`config.mk`:
```
export PLATFORM = sky130hd
export DESIGN_NAME = sw_request_initiator
export DESIGN_NICKNAME = d
export VERILOG_FILES = /design/src/rtl/sw_adaptor_pkg.sv /design/src/rtl/sw_request_initiator.sv
export SDC_FILE = /design/constraint.sdc
export NUM_CORES = 1
export LEC_CHECK = 0
export ABC_AREA = 1
export CAP_MARGIN = 20
export CORE_MARGIN = 10
export CORE_UTILIZATION = 49
export CTS_BUF_LIST = sky130_fd_sc_hd__clkbuf_16
export DETAILED_ROUTE_END_ITERATION = 6
export PLACE_DENSITY = 0.8
export SKIP_LAST_GASP = 1
export SLEW_MARGIN = 20
export SYNTH_ARGS = -nofsm -noshare
export SYNTH_HDL_FRONTEND = slang
export SYNTH_SLANG_ARGS = --single-unit
export TNS_END_PERCENT = 10
```
`constraint.sdc`:
```
create_clock -name clk -period 3.3 [get_ports clk]
set_clock_uncertainty 0.2 [all_clocks]
set_input_delay 0.495 -clock clk [delete_from_list [all_inputs] [get_ports clk]]
set_output_delay 0.495 -clock clk [all_outputs]
set_load 0.01 [all_outputs]
```
`src/rtl/sw_adaptor_pkg.sv`:
```
// Shared definitions for the software adaptor request/response protocol.
// Used by both the adaptor and the host-side initiator.
//   PKT_S      : beat width on the adaptor data pins
//   D_S        : response payload width (RSP_BEATS beats)
//   KH_S       : key hash width (two beats)
//   DT_S       : request type width
//   init_state_t : initiator FSM states
//   make_header  : builds the request header beat from a request type
package sw_adaptor_pkg;

  localparam int PKT_S     = 32;
  localparam int D_S       = 128;
  localparam int KH_S      = 64;
  localparam int DT_S      = 3;
  localparam int REQ_BEATS = 4;
  localparam int RSP_BEATS = 4;

  typedef enum logic [1:0] {
    ST_IDLE = 2'd0,
    ST_SEND = 2'd1,
    ST_RECV = 2'd2,
    ST_DONE = 2'd3
  } init_state_t;

  // Header beat: request type zero-extended to the full beat width.
  function automatic logic [PKT_S-1:0] make_header(input logic [DT_S-1:0] req_type);
    logic [PKT_S-1:0] hdr;
    hdr             = '0;
    hdr[DT_S-1:0]   = req_type;
    return hdr;
  endfunction

endpackage

```
`src/rtl/sw_request_initiator.sv`:
```
// Host-side initiator for the software adaptor protocol.
// Accepts one command (type + key hash), serializes it into a four-beat
// request burst, holds rd_ready while collecting the four-beat response,
// then presents the assembled payload over a valid/ready handshake.
// All outputs are registered; reset is asynchronous, active-low.
// Ports:
//   clk, rst                      : clock, async active-low reset
//   cmd_valid/cmd_ready           : client command handshake
//   cmd_type, cmd_key             : request type and key hash
//   req_data, req_valid           : request beats to adaptor data_in
//   rd_ready                      : ready for response beats
//   rsp_data, rsp_valid           : response beats from adaptor
//   result_data/valid/ready       : assembled response handshake
//   timeout_err                   : one-cycle pulse on response timeout
//   busy                          : high in any state other than IDLE
module sw_request_initiator #(
  parameter int PKT_S   = sw_adaptor_pkg::PKT_S,
  parameter int D_S     = sw_adaptor_pkg::D_S,
  parameter int KH_S    = sw_adaptor_pkg::KH_S,
  parameter int DT_S    = sw_adaptor_pkg::DT_S,
  parameter int TIMEOUT = 16
) (
  input  logic             clk,
  input  logic             rst,
  input  logic             cmd_valid,
  output logic             cmd_ready,
  input  logic [DT_S-1:0]  cmd_type,
  input  logic [KH_S-1:0]  cmd_key,
  output logic [PKT_S-1:0] req_data,
  output logic             req_valid,
  output logic             rd_ready,
  input  logic [PKT_S-1:0] rsp_data,
  input  logic             rsp_valid,
  output logic [D_S-1:0]   result_data,
  output logic             result_valid,
  input  logic             result_ready,
  output logic             timeout_err,
  output logic             busy
);

  import sw_adaptor_pkg::*;

  localparam int          TO_W     = (TIMEOUT > 2) ? $clog2(TIMEOUT) : 1;
  localparam logic [1:0]  LAST_REQ = 2'(REQ_BEATS - 1);
  localparam logic [1:0]  LAST_RSP = 2'(RSP_BEATS - 1);
  // Threshold on the counter value before increment: the idle cycle that
  // would take the counter to TIMEOUT-1 is the one that times out.
  localparam logic [TO_W-1:0] TO_LAST = TO_W'(TIMEOUT - 2);

  // Request beat for a given index: header, type, key high, key low.
  function automatic logic [PKT_S-1:0] req_beat(input logic [1:0]      idx,
                                                input logic [DT_S-1:0] t,
                                                input logic [KH_S-1:0] k);
    logic [PKT_S-1:0] beat;
    case (idx)
      2'd0, 2'd1: beat = make_header(t);
      2'd2:       beat = k[KH_S-1 -: PKT_S];
      default:    beat = k[PKT_S-1:0];
    endcase
    return beat;
  endfunction

  init_state_t      r_state, w_state_nxt;
  logic [1:0]       r_cnt, w_cnt_nxt;
  logic [TO_W-1:0]  r_to_cnt, w_to_nxt;
  logic [DT_S-1:0]  r_type, w_type_nxt;
  logic [KH_S-1:0]  r_key, w_key_nxt;
  logic [D_S-1:0]   r_result, w_result_nxt;
  logic             r_cmd_ready, w_cmd_ready_nxt;
  logic [PKT_S-1:0] r_req_data, w_req_data_nxt;
  logic             r_req_valid, w_req_valid_nxt;
  logic             r_rd_ready, w_rd_ready_nxt;
  logic             r_result_valid, w_result_valid_nxt;
  logic             r_timeout_err, w_timeout_nxt;
  logic             r_busy, w_busy_nxt;

  always_ff @(posedge clk or negedge rst) begin
    if (!rst) begin
      r_state        <= ST_IDLE;
      r_cnt          <= '0;
      r_to_cnt       <= '0;
      r_type         <= '0;
      r_key          <= '0;
      r_result       <= '0;
      r_cmd_ready    <= 1'b0;
      r_req_data     <= '0;
      r_req_valid    <= 1'b0;
      r_rd_ready     <= 1'b0;
      r_result_valid <= 1'b0;
      r_timeout_err  <= 1'b0;
      r_busy         <= 1'b0;
    end else begin
      r_state        <= w_state_nxt;
      r_cnt          <= w_cnt_nxt;
      r_to_cnt       <= w_to_nxt;
      r_type         <= w_type_nxt;
      r_key          <= w_key_nxt;
      r_result       <= w_result_nxt;
      r_cmd_ready    <= w_cmd_ready_nxt;
      r_req_data     <= w_req_data_nxt;
      r_req_valid    <= w_req_valid_nxt;
      r_rd_ready     <= w_rd_ready_nxt;
      r_result_valid <= w_result_valid_nxt;
      r_timeout_err  <= w_timeout_nxt;
      r_busy         <= w_busy_nxt;
    end
  end

  // Next-state and next-output logic. Outputs are computed for the state
  // being entered so that every output comes straight from a flop.
  always_comb begin
    w_state_nxt        = r_state;
    w_cnt_nxt          = r_cnt;
    w_to_nxt           = r_to_cnt;
    w_type_nxt         = r_type;
    w_key_nxt          = r_key;
    w_result_nxt       = r_result;
    w_req_data_nxt     = '0;
    w_req_valid_nxt    = 1'b0;
    w_rd_ready_nxt     = 1'b0;
    w_result_valid_nxt = 1'b0;
    w_timeout_nxt      = 1'b0;

    case (r_state)
      ST_IDLE: begin
        if (cmd_valid && r_cmd_ready) begin
          w_state_nxt     = ST_SEND;
          w_type_nxt      = cmd_type;
          w_key_nxt       = cmd_key;
          w_cnt_nxt       = 2'd0;
          w_to_nxt        = '0;
          w_result_nxt    = '0;
          w_req_valid_nxt = 1'b1;
          w_req_data_nxt  = req_beat(2'd0, cmd_type, cmd_key);
        end
      end

      ST_SEND: begin
        if (r_cnt == LAST_REQ) begin
          w_state_nxt    = ST_RECV;
          w_cnt_nxt      = 2'd0;
          w_to_nxt       = '0;
          w_rd_ready_nxt = 1'b1;
        end else begin
          w_cnt_nxt       = r_cnt + 2'd1;
          w_req_valid_nxt = 1'b1;
          w_req_data_nxt  = req_beat(r_cnt + 2'd1, r_type, r_key);
        end
      end

      ST_RECV: begin
        // A beat arriving on the threshold cycle wins over the timeout.
        if (rsp_valid) begin
          w_result_nxt[int'(r_cnt)*PKT_S +: PKT_S] = rsp_data;
          w_to_nxt = '0;
          if (r_cnt == LAST_RSP) begin
            w_state_nxt        = ST_DONE;
            w_cnt_nxt          = 2'd0;
            w_result_valid_nxt = 1'b1;
          end else begin
            w_cnt_nxt      = r_cnt + 2'd1;
            w_rd_ready_nxt = 1'b1;
          end
        end else if (r_to_cnt == TO_LAST) begin
          w_state_nxt   = ST_IDLE;
          w_cnt_nxt     = 2'd0;
          w_to_nxt      = '0;
          w_result_nxt  = '0;
          w_timeout_nxt = 1'b1;
        end else begin
          w_to_nxt       = r_to_cnt + TO_W'(1);
          w_rd_ready_nxt = 1'b1;
        end
      end

      ST_DONE: begin
        if (result_ready) begin
          w_state_nxt = ST_IDLE;
        end else begin
          w_result_valid_nxt = 1'b1;
        end
      end

      default: begin
        w_state_nxt = ST_IDLE;
      end
    endcase

    w_cmd_ready_nxt = (w_state_nxt == ST_IDLE);
    w_busy_nxt      = (w_state_nxt != ST_IDLE);
  end

  assign cmd_ready    = r_cmd_ready;
  assign req_data     = r_req_data;
  assign req_valid    = r_req_valid;
  assign rd_ready     = r_rd_ready;
  assign result_data  = r_result;
  assign result_valid = r_result_valid;
  assign timeout_err  = r_timeout_err;
  assign busy         = r_busy;

endmodule

```
After elaboration in Yosys (flattened, before gate mapping)
Cells that the tools add are included.
W data, S select, Z words.
{"block": "word_totals", "register_bits": 241, "latch_bits": 0, "ram_bits": 0, "mem_bits_ro": 0, "input_bits": 104, "word_cells": 79, "mem_count": 0}
{"block": "classes", "addsub": 3, "mul": 0, "div": 0, "n_lt_le_gt_ge": 0, "eq_ne": 10, "n_shift": 2, "mux": 39, "n_bitwise": 0, "reduce_logical": 12}
{"cell": "$mux W128", "n": 3}
{"cell": "$pmux W128 S2", "n": 1}
{"cell": "$bwmux W128", "n": 1}
{"cell": "$pmux W32 S2", "n": 2}
{"cell": "$shift A32 B33 Y128 const A", "n": 1}
{"cell": "$shiftx A32 B33 Y128", "n": 1}
{"cell": "$neg A7 Y33", "n": 1}
{"cell": "$mux W32", "n": 1}
{"cell": "$mux W2", "n": 10}
{"cell": "$mux W4", "n": 4}
{"cell": "$pmux W4 S3", "n": 1}
{"cell": "$mux W1", "n": 10}
{"cell": "$reduce_and A3 Y1", "n": 3}
{"cell": "$eq A2 B2 Y1 const B", "n": 4}
{"cell": "$pmux W2 S4", "n": 1}
{"cell": "$logic_not A2 Y1", "n": 3}
{"cell": "$pmux W1 S2", "n": 3}
{"cell": "$pmux W2 S3", "n": 1}
{"cell": "$add A4 B1 Y4 const B", "n": 1}
{"cell": "$eq A2 B1 Y1 const B", "n": 2}
{"cell": "$eq A4 B4 Y1 const B", "n": 1}
{"cell": "$ne A2 B2 Y1 const B", "n": 2}
{"cell": "$reduce_bool A2 Y1", "n": 2}
{"cell": "$mux W3", "n": 1}
{"cell": "other kinds (6)", "n": 6}

Logic depth before layout (Yosys ltp)
Gate-level depths: netlist (run 1).
{"block": "logic_depth", "depth_word": 6, "ltp_mapped": 12}

Least setup slack after synthesis (run 1)
No wires, ideal clock.
{"block": "synth_path", "kind": "register to register", "from": "register r_cnt[0]", "to": "register r_result[53] (netlist: result_data[53])", "setup_ns": 0.123, "arrival_time_ns": 2.103, "path_slack_ns": 0.874, "path_stages_with_launch": 13, "n_path_buf": 4, "cell_sequence": "dfrtp_1 -> clkbuf_1 -> clkinv_1 -> clkbuf_1 -> ha_1 -> inv_1 -> nor2_1 -> nand3_1 -> buf_2 -> buf_2 -> nor2_1 -> nand2_1 -> nand2_1"}
{"block": "synth_via", "elab_chain_len": 5}
{"item": "from (decl)", "line_no": "sw_request_initiator.sv:64", "rtl": "logic [1:0] r_cnt, w_cnt_nxt;"}
{"item": "from (signal assigned)", "line_no": "sw_request_initiator.sv:94", "rtl": "r_cnt <= w_cnt_nxt;"}
{"item": "$neg A7 Y33 (*)", "line_no": "sw_request_initiator.sv:154", "rtl": "w_result_nxt[int'(r_cnt)*PKT_S +: PKT_S] = rsp_data;"}
{"item": "$shiftx A32 B33 Y128 / $shift A32 B33 Y128 (equally long branches)", "line_no": "sw_request_initiator.sv:154"}
{"item": "$bwmux W128 (*)", "line_no": "sw_request_initiator.sv:154"}
{"item": "$mux W128 (*)", "line_no": "sw_request_initiator.sv:153", "rtl": "if (rsp_valid) begin"}
{"item": "$pmux W128 S2 (*)", "line_no": "sw_request_initiator.sv:124", "rtl": "case (r_state)"}
{"item": "to (signal assigned)", "line_no": "sw_request_initiator.sv:98", "rtl": "r_result <= w_result_nxt;"}
{"item": "to (decl)", "line_no": "sw_request_initiator.sv:68", "rtl": "logic [D_S-1:0] r_result, w_result_nxt;"}
Every way passes the cells marked *; elsewhere a longest branch is shown, timed or not.
A chain may end at the register's enable or synchronous reset.

Final worst setup path (run 1)
{"block": "layout_path", "from": "register r_state[0]", "to": "register r_result[83] (netlist: result_data[83])"}
{"block": "layout_via", "elab_chain_len": 3}
{"item": "from (decl)", "line_no": "sw_request_initiator.sv:63", "rtl": "init_state_t r_state, w_state_nxt;"}
{"item": "from (signal assigned)", "line_no": "sw_request_initiator.sv:93", "rtl": "r_state <= w_state_nxt;"}
{"item": "$eq A2 B2 Y1 / $logic_not A2 Y1 (equally long branches)", "line_no": "sw_request_initiator.sv:124"}
{"item": "$ne A3 B3 Y1 (no source line), or another cell as far along"}
{"item": "$reduce_and A3 Y1 (no source line)"}
Parallel ways exist; a longest one is shown, timed or not.

==> impl_results.md, run 1 <==
- Setup TNS: 0 ns
- Cell depth of the worst setup path: 9
- Synth Net Count: ~1400
- Worst-Skew Late Latency: around 0.51 ns
- Placed inst area: around 13000 sq um
- Final Cell Area: approximately 14000 sq um
- Drt total wl: about 33000 um
- Cts bufs inserted: 25
- Clk sink count: between 200 and 250
- Initial Util: 49.9%
- Synthesis-to-layout area growth: 36.2%
- Hold path depth: 2
- CP top delay family: simple AND/OR/NAND/NOR gates
- Busiest grt layer: met2
- Endpoint type of the worst setup path: flop
- RSZ-0062 raised after global routing: no
- Slew @ Worst Pin: ~0.97 ns
- Vias: approximately 9800
- Die Wd: 167 um
- Met3 Use GR: 8.43%
- Buf/Inv on CP: 2
- Final hold slack: 0.277 ns
- Fin worst setup slack: ~0.54 ns
- Netlist cell types: 25
- Most frequent cells in the layout: 576 x nand2_1, 268 x clkdlybuf4s50_1, 241 x dfrtp_1
- Seq/Total Area, Yosys: a little under three fifths
- Max-slew headroom: 35.1%
- Mean routed wirelength per cell: 18.1 um
- Largest net degree at the start of global routing: 103
- DR DRC count: 0
- Slew Limit Fails: 0
- Clock Path Buffers: 3
- Mapped Cells: 1305
- Total power: ~9.0 mW
- Flops & latches, synth: ~240
- Reg2reg path depth: 9
- Final setup viols: 0
- Peak supply drop: 0.453 mV
- Tot GR Track Use: a little under a quarter
- Initial DRC count: about 720
- Yosys warns: 0
- Met2 usage: 36.6%
- Crit path DAT: between 3 and 4 ns
- Vias per inst: between 5 and 6
- CTS root buffer: clkbuf_16
- Hold Vio Cnt, Final: 0
- Final ANT Viol Nets: 0
- Fmax: ~0.36 GHz
- Final HPWL DP: about 23000 um
- Worst min path class: flop to flop
- Placement row count: 53
- Max-cap viol count: 0
- Synthesized area per cell: 8.06 sq um
- Leak: 7.25 nW
- Gpl congestion: 0.894
- Startpoint class of the critical path: flop
- Fin crit share: a little over four fifths
- Status: finished, final reports clean
- Core area: between 20000 and 25000 sq um
- Layout Nets: roughly 1700
- PostCTS Resize Cnt: 0
- Placement Setup Slack: 0.422 ns
- Crit Path Category: flop to flop
- I/O pins: between 200 and 300
- Number of global-route vias before repair: approximately 9800
- I/O Buffers: 269
- Top cell by count, worst path: nand2_1
- Initial antenna violation count: 0
- N_diodes: 0
- # fillers: ~1700
- Die height: between 150 and 200 um
- Mapped cell area: 10500 sq um
- Ordered cell list for the critical path: inv_1 > ha_1 > nand2_1 > nand2_1 > nand2_4 > nor2_2 > buf_4 > nand2_1 > nand2_1
- Share of post-route cells with drive strength above 1: ~5.3%
- H-Tree Level Count: 1
- Slowest stage delay, CP: 0.73 ns
- Global-route wire length before repair: approximately 53000 um
- Critical path's slowest cell: nor2_2
- Post-layout minimum cycle time: ~2.8 ns
- Power per cell area: 627 nW/um^2
- CTS tree: yes
- Die footprint: between 20000 and 30000 sq um
- Maximum fanout along the worst path: 22
- Clock Pin Slew Worst Setup and Hold Paths: approximately 0.06 ns
- Commonest non-fill, non-tap cell in the layout: nand2_1
- WP data required: between 3 and 4 ns
- 1st-pass router iterations: 5
- Total grt overflow: 0
- Met1 usage: 28.3%
registers in the layout (all words and copies together), names as in the netlist, 2 cells and up:
| signal | cells |
|---|---|
| r_cnt | 2 |
| result_data | 128 |
| req_data | 32 |
| r_key | 64 |
| r_to_cnt | 4 |
| r_type | 3 |
| r_state | 2 |
kinds of logic after synthesis:
logic type	share of synthesized area, %
flops	57.3
simple gates	28.4
compound gates	8.56
fa+ha+maj	1.43
buf+inv	4.19
xor+xnor	0.0833
synthesized netlist by cell type (all sizes together):
cell type	n	area share (%)
a211oi	1	0.071
a21oi	3	0.14
a22oi	29	2.1
buf	34	1.6
clkbuf	49	1.8
clkinv	1	0.036
dfrtp	241	57
ha	12	1.4
inv	22	0.78
nand2	579	21
nand3	18	0.90
nand4	3	0.18
nor2	176	6.4
nor3	3	0.14
o21ai	132	6.3
or2	1	0.060
xor2	1	0.083
stage by stage:
step	utilization [%]	instances
2_1_floorplan	-	1305
3_3_place_gp	63.9	1794
3_5_place_dp	63.9	1794
4_1_cts	68.0	1838
5_1_grt	68.0	1838
6_report	68.0	1838
power by group:
part / internal [mW] / switching, mW
registers: 3.46 / 0.275
clock network: 1.76 / 1.16
logic: 0.793 / 1.53
layer usage:
metal	routed length, um	vias to the layer above
li1	-	4583
met1	13000	4597
met2	15100	496
met3	3740	87
met4	1350	0
met5	0	-
worst register-to-register path: stages (launching register included):
cell,delay (ns)
dfrtp_1,0.45
inv_1,0.14
ha_1,0.39
nand2_1,0.11
nand2_1,0.13
nand2_4,0.08
nor2_2,0.73
buf_4,0.33
nand2_1,0.07
nand2_1,0.07
path summary, 6_finish.rpt:
| path | startpoint | endpoint | slack, ns |
|---|---|---|---|
| max | r_state[0] | result_data[83] | 0.54 |
| min | r_key[60] | r_key[60] | 0.28 |
| max reg2reg | r_state[0] | result_data[83] | 0.54 |
| min reg2reg | r_key[60] | r_key[60] | 0.28 |
| max in group asynchronous | rst | r_key[52] | 1.67 |
| min in group asynchronous | rst | result_data[80] | 0.45 |
layout make-up:
cell class / instances / area, sq um / share of cell area, %
clock inverters: 18 / 211 / 1.48
flip-flops and latches: 241 / 6030 / 42.1
inverters: 23 / 86.3 / 0.602
clock buffers: 25 / 626 / 4.37
well taps: 275 / 344 / 2.40
multi-input cells: 958 / 4060 / 28.4
repair buffers: 298 / 2970 / 20.7
timing repair:
item / 4_1_cts / 5_1_grt
hold endpoints to repair: 97 / 0
hold buffers: 1 / 0
setup buffers: 0 / 0
Power figures use the tool's default switching activity.
==> inputs of run 2 (changes only) <==
==> constraint.sdc (replaced) <==
create_clock -name clk -period 2.7 [get_ports clk]
set_clock_uncertainty 0.2 [all_clocks]
set_input_delay 0.405 -clock clk [delete_from_list [all_inputs] [get_ports clk]]
set_output_delay 0.405 -clock clk [all_outputs]
set_load 0.01 [all_outputs]
==> run 2 against run 1 <==
  * The flow now finishes with violations (DRC)
  * Cell count up 0.65%
  * Combinational power rose by 25%
  * Clock power grew 21%
  * Count of clock-buffer cells in the layout is 2 higher
  * Worst setup slack lost 0.23 ns
  * Non-clock buffer count increased by 7
  * Wire length up 0.14%
  * Sequential share of layout area decreased by 0.21 points
  * Via count about the same
  * Sequential power grew 22%
  * Largest cell class unchanged
==> impl_results.md, run 2 (same netlist as run 1, synthesis figures left out) <==
- Fin cells: 1850 (+0.65%)
- Final ANT Viol Nets: 0 (unchanged)
- Fin crit share: 88.4% (+4.8 points)
- Crit path DAT: 2.64 ns (-0.37 ns)
- Most frequent cells in the layout: 576 x nand2_1, 268 x clkdlybuf4s50_1, 241 x dfrtp_1
- Cts bufs inserted: 26 (+4.0%)
- Max reg flops: 128 (unchanged)
- Clock Pin Slew Worst Setup and Hold Paths: 0.06 ns (about the same)
- Worst-Skew Late Latency: 0.52 ns (about the same)
- CTS root buffer: clkbuf_16
- Clock Path Buffers: 3 (unchanged)
- Drt total wl: 33300 um (+0.14%)
- Placed inst area: 13500 sq um (+0.39%)
- Total power: 11.0 mW (+22%)
- Final Cell Area: 14400 sq um (+0.50%)
- Slew @ Worst Pin: 0.581 ns (-0.392 ns)
- Reg2reg path depth: 9 (unchanged)
- Max-cap viol count: 0 (unchanged)
- Synthesis-to-layout area growth: 36.9%
- Leak: 7.30 nW (+0.70%)
- Slew Limit Fails: 0 (unchanged)
- Tot GR Track Use: 23.2% (about the same)
- 1st-pass router iterations: 7 (+2)
- Worst min path class: input pin to flop
- Setup TNS: 0 ns (unchanged)
- Largest net degree at the start of global routing: 74 (-28%)
- Maximum fanout along the worst path: 12 (-45%)
- Layout Nets: 1671 (+0.48%)
- Vias: 9761 (-0.020%)
- Die footprint: 27700 sq um (unchanged)
- Post-layout minimum cycle time: 2.39 ns (-0.372 ns)
- Fmax: 0.419 GHz (+16%)
- N_diodes: 0 (unchanged)
- Startpoint class of the critical path: flop
- Power per cell area: 763 nW/um^2 (+22%)
- Postcts setup bufs: 0 (unchanged)
- Endpoint type of the worst setup path: flop
- Initial DRC count: 791 (+10%)
- CTS tree: yes
- Initial antenna violation count: 1 (+1)
- Hold Vio Cnt, Final: 0 (unchanged)
- Final HPWL DP: 23400 um (+2.0%)
- Failing checks: DRC
- Final hold slack: 0.211 ns (-0.0657 ns)
- Global-route wire length before repair: 53500 um (+0.16%)
- Number of global-route vias before repair: 9831 (+0.051%)
- Die height: 167 um (unchanged)
- Initial Util: 49.9% (unchanged)
- Max-slew headroom: 61.3% (+26 points)
- Vias per inst: 5.28 (-0.67%)
- I/O Buffers: 269 (unchanged)
- Status: complete, but fails checks
- Commonest non-fill, non-tap cell in the layout: nand2_1
- H-Tree Level Count: 1 (unchanged)
- Total grt overflow: 0 (unchanged)
- Placed insts: 1801 (+0.39%)
- Final setup viols: 0 (unchanged)
- WP data required: 2.96 ns (-0.59 ns)
- Die Wd: 167 um (unchanged)
- Peak supply drop: 0.557 mV (+23%)
- Crit Path Category: flop to flop
- Final Util: 68.3% (+0.34 points)
- I/O pins: 270 (unchanged)
- DR DRC count: 4 (+4)
- Fin worst setup slack: 0.315 ns (-0.228 ns)
- Gpl congestion: 0.921 (+3.0%)
- Hold path depth: 3 (+1)
- Core area: 21100 sq um (unchanged)
- RSZ-0062 raised after global routing: no
- Placement row count: 53 (unchanged)
- Clk sink count: 241 (unchanged)
- Placement Setup Slack: 0.163 ns (-0.259 ns)
- Share of post-route cells with drive strength above 1: 5.78% (+0.47 points)
- Mean routed wirelength per cell: 18.0 um (-0.51%)
## run 2: cell types whose count changed in the layout (fill, tap and decap cells not counted), sizes merged
cell	change
buf	+7
bufinv	-2
clkbuf	+2
inv	+3
clkinvlp	+2
## run 2: power breakdown
group / internal (mW) / leakage, nW / switching, mW
combinational: 1.01 / 3.61 / 1.90
clock: 2.09 / 0.434 / 1.44
sequential: 4.23 / 3.26 / 0.321
total: 7.33 / 7.30 / 3.66
## run 2: worst max-delay path: stages, from the launching register on
cell and delay, ns:
dfrtp_1 0.44, inv_1 0.14, ha_1 0.38, nand2_2 0.22
inv_2 0.15, nand4_1 0.16, buf_4 0.24, nor2_1 0.22
nand2_1 0.09, nand2_1 0.08
## run 2: path summary, 6_finish.rpt
path | start | endpoint | slack, ns
max in group asynchronous | rst | r_key[6] | 1.30
setup / recovery | r_state[0] | result_data[0] | 0.31
min in group asynchronous | rst | result_data[77] | 0.26
hold / removal | cmd_key[13] | r_key[13] | 0.21
hold reg to reg | r_key[47] | r_key[47] | 0.28
setup reg to reg | r_state[0] | result_data[0] | 0.31
## run 2: what timing repair did
item	in CTS	in global routing
hold buffers	1	0
endpoints found under the setup margin	0	1
resized for setup	0	1
hold endpoints to repair	70	0
## run 2: layer usage
metal  GRT usage (%)  vias to the layer above  part of all wire, %
met3            8.19                       76                   11
met5               0                        -                0.039
li1                -                     4592                    -
met1            28.3                     4593                   40
met2            37.3                      498                   45
met4            8.09                        2                  3.8
## run 2: final cells by class
type	count	area, sq um
clock buffers	27	676
clock inverters	21	176
fillers	1698	6690
inverters	23	86.3
multi-input cells	958	4060
flip-flops and latches	241	6030
well taps	275	344
repair buffers	305	3020
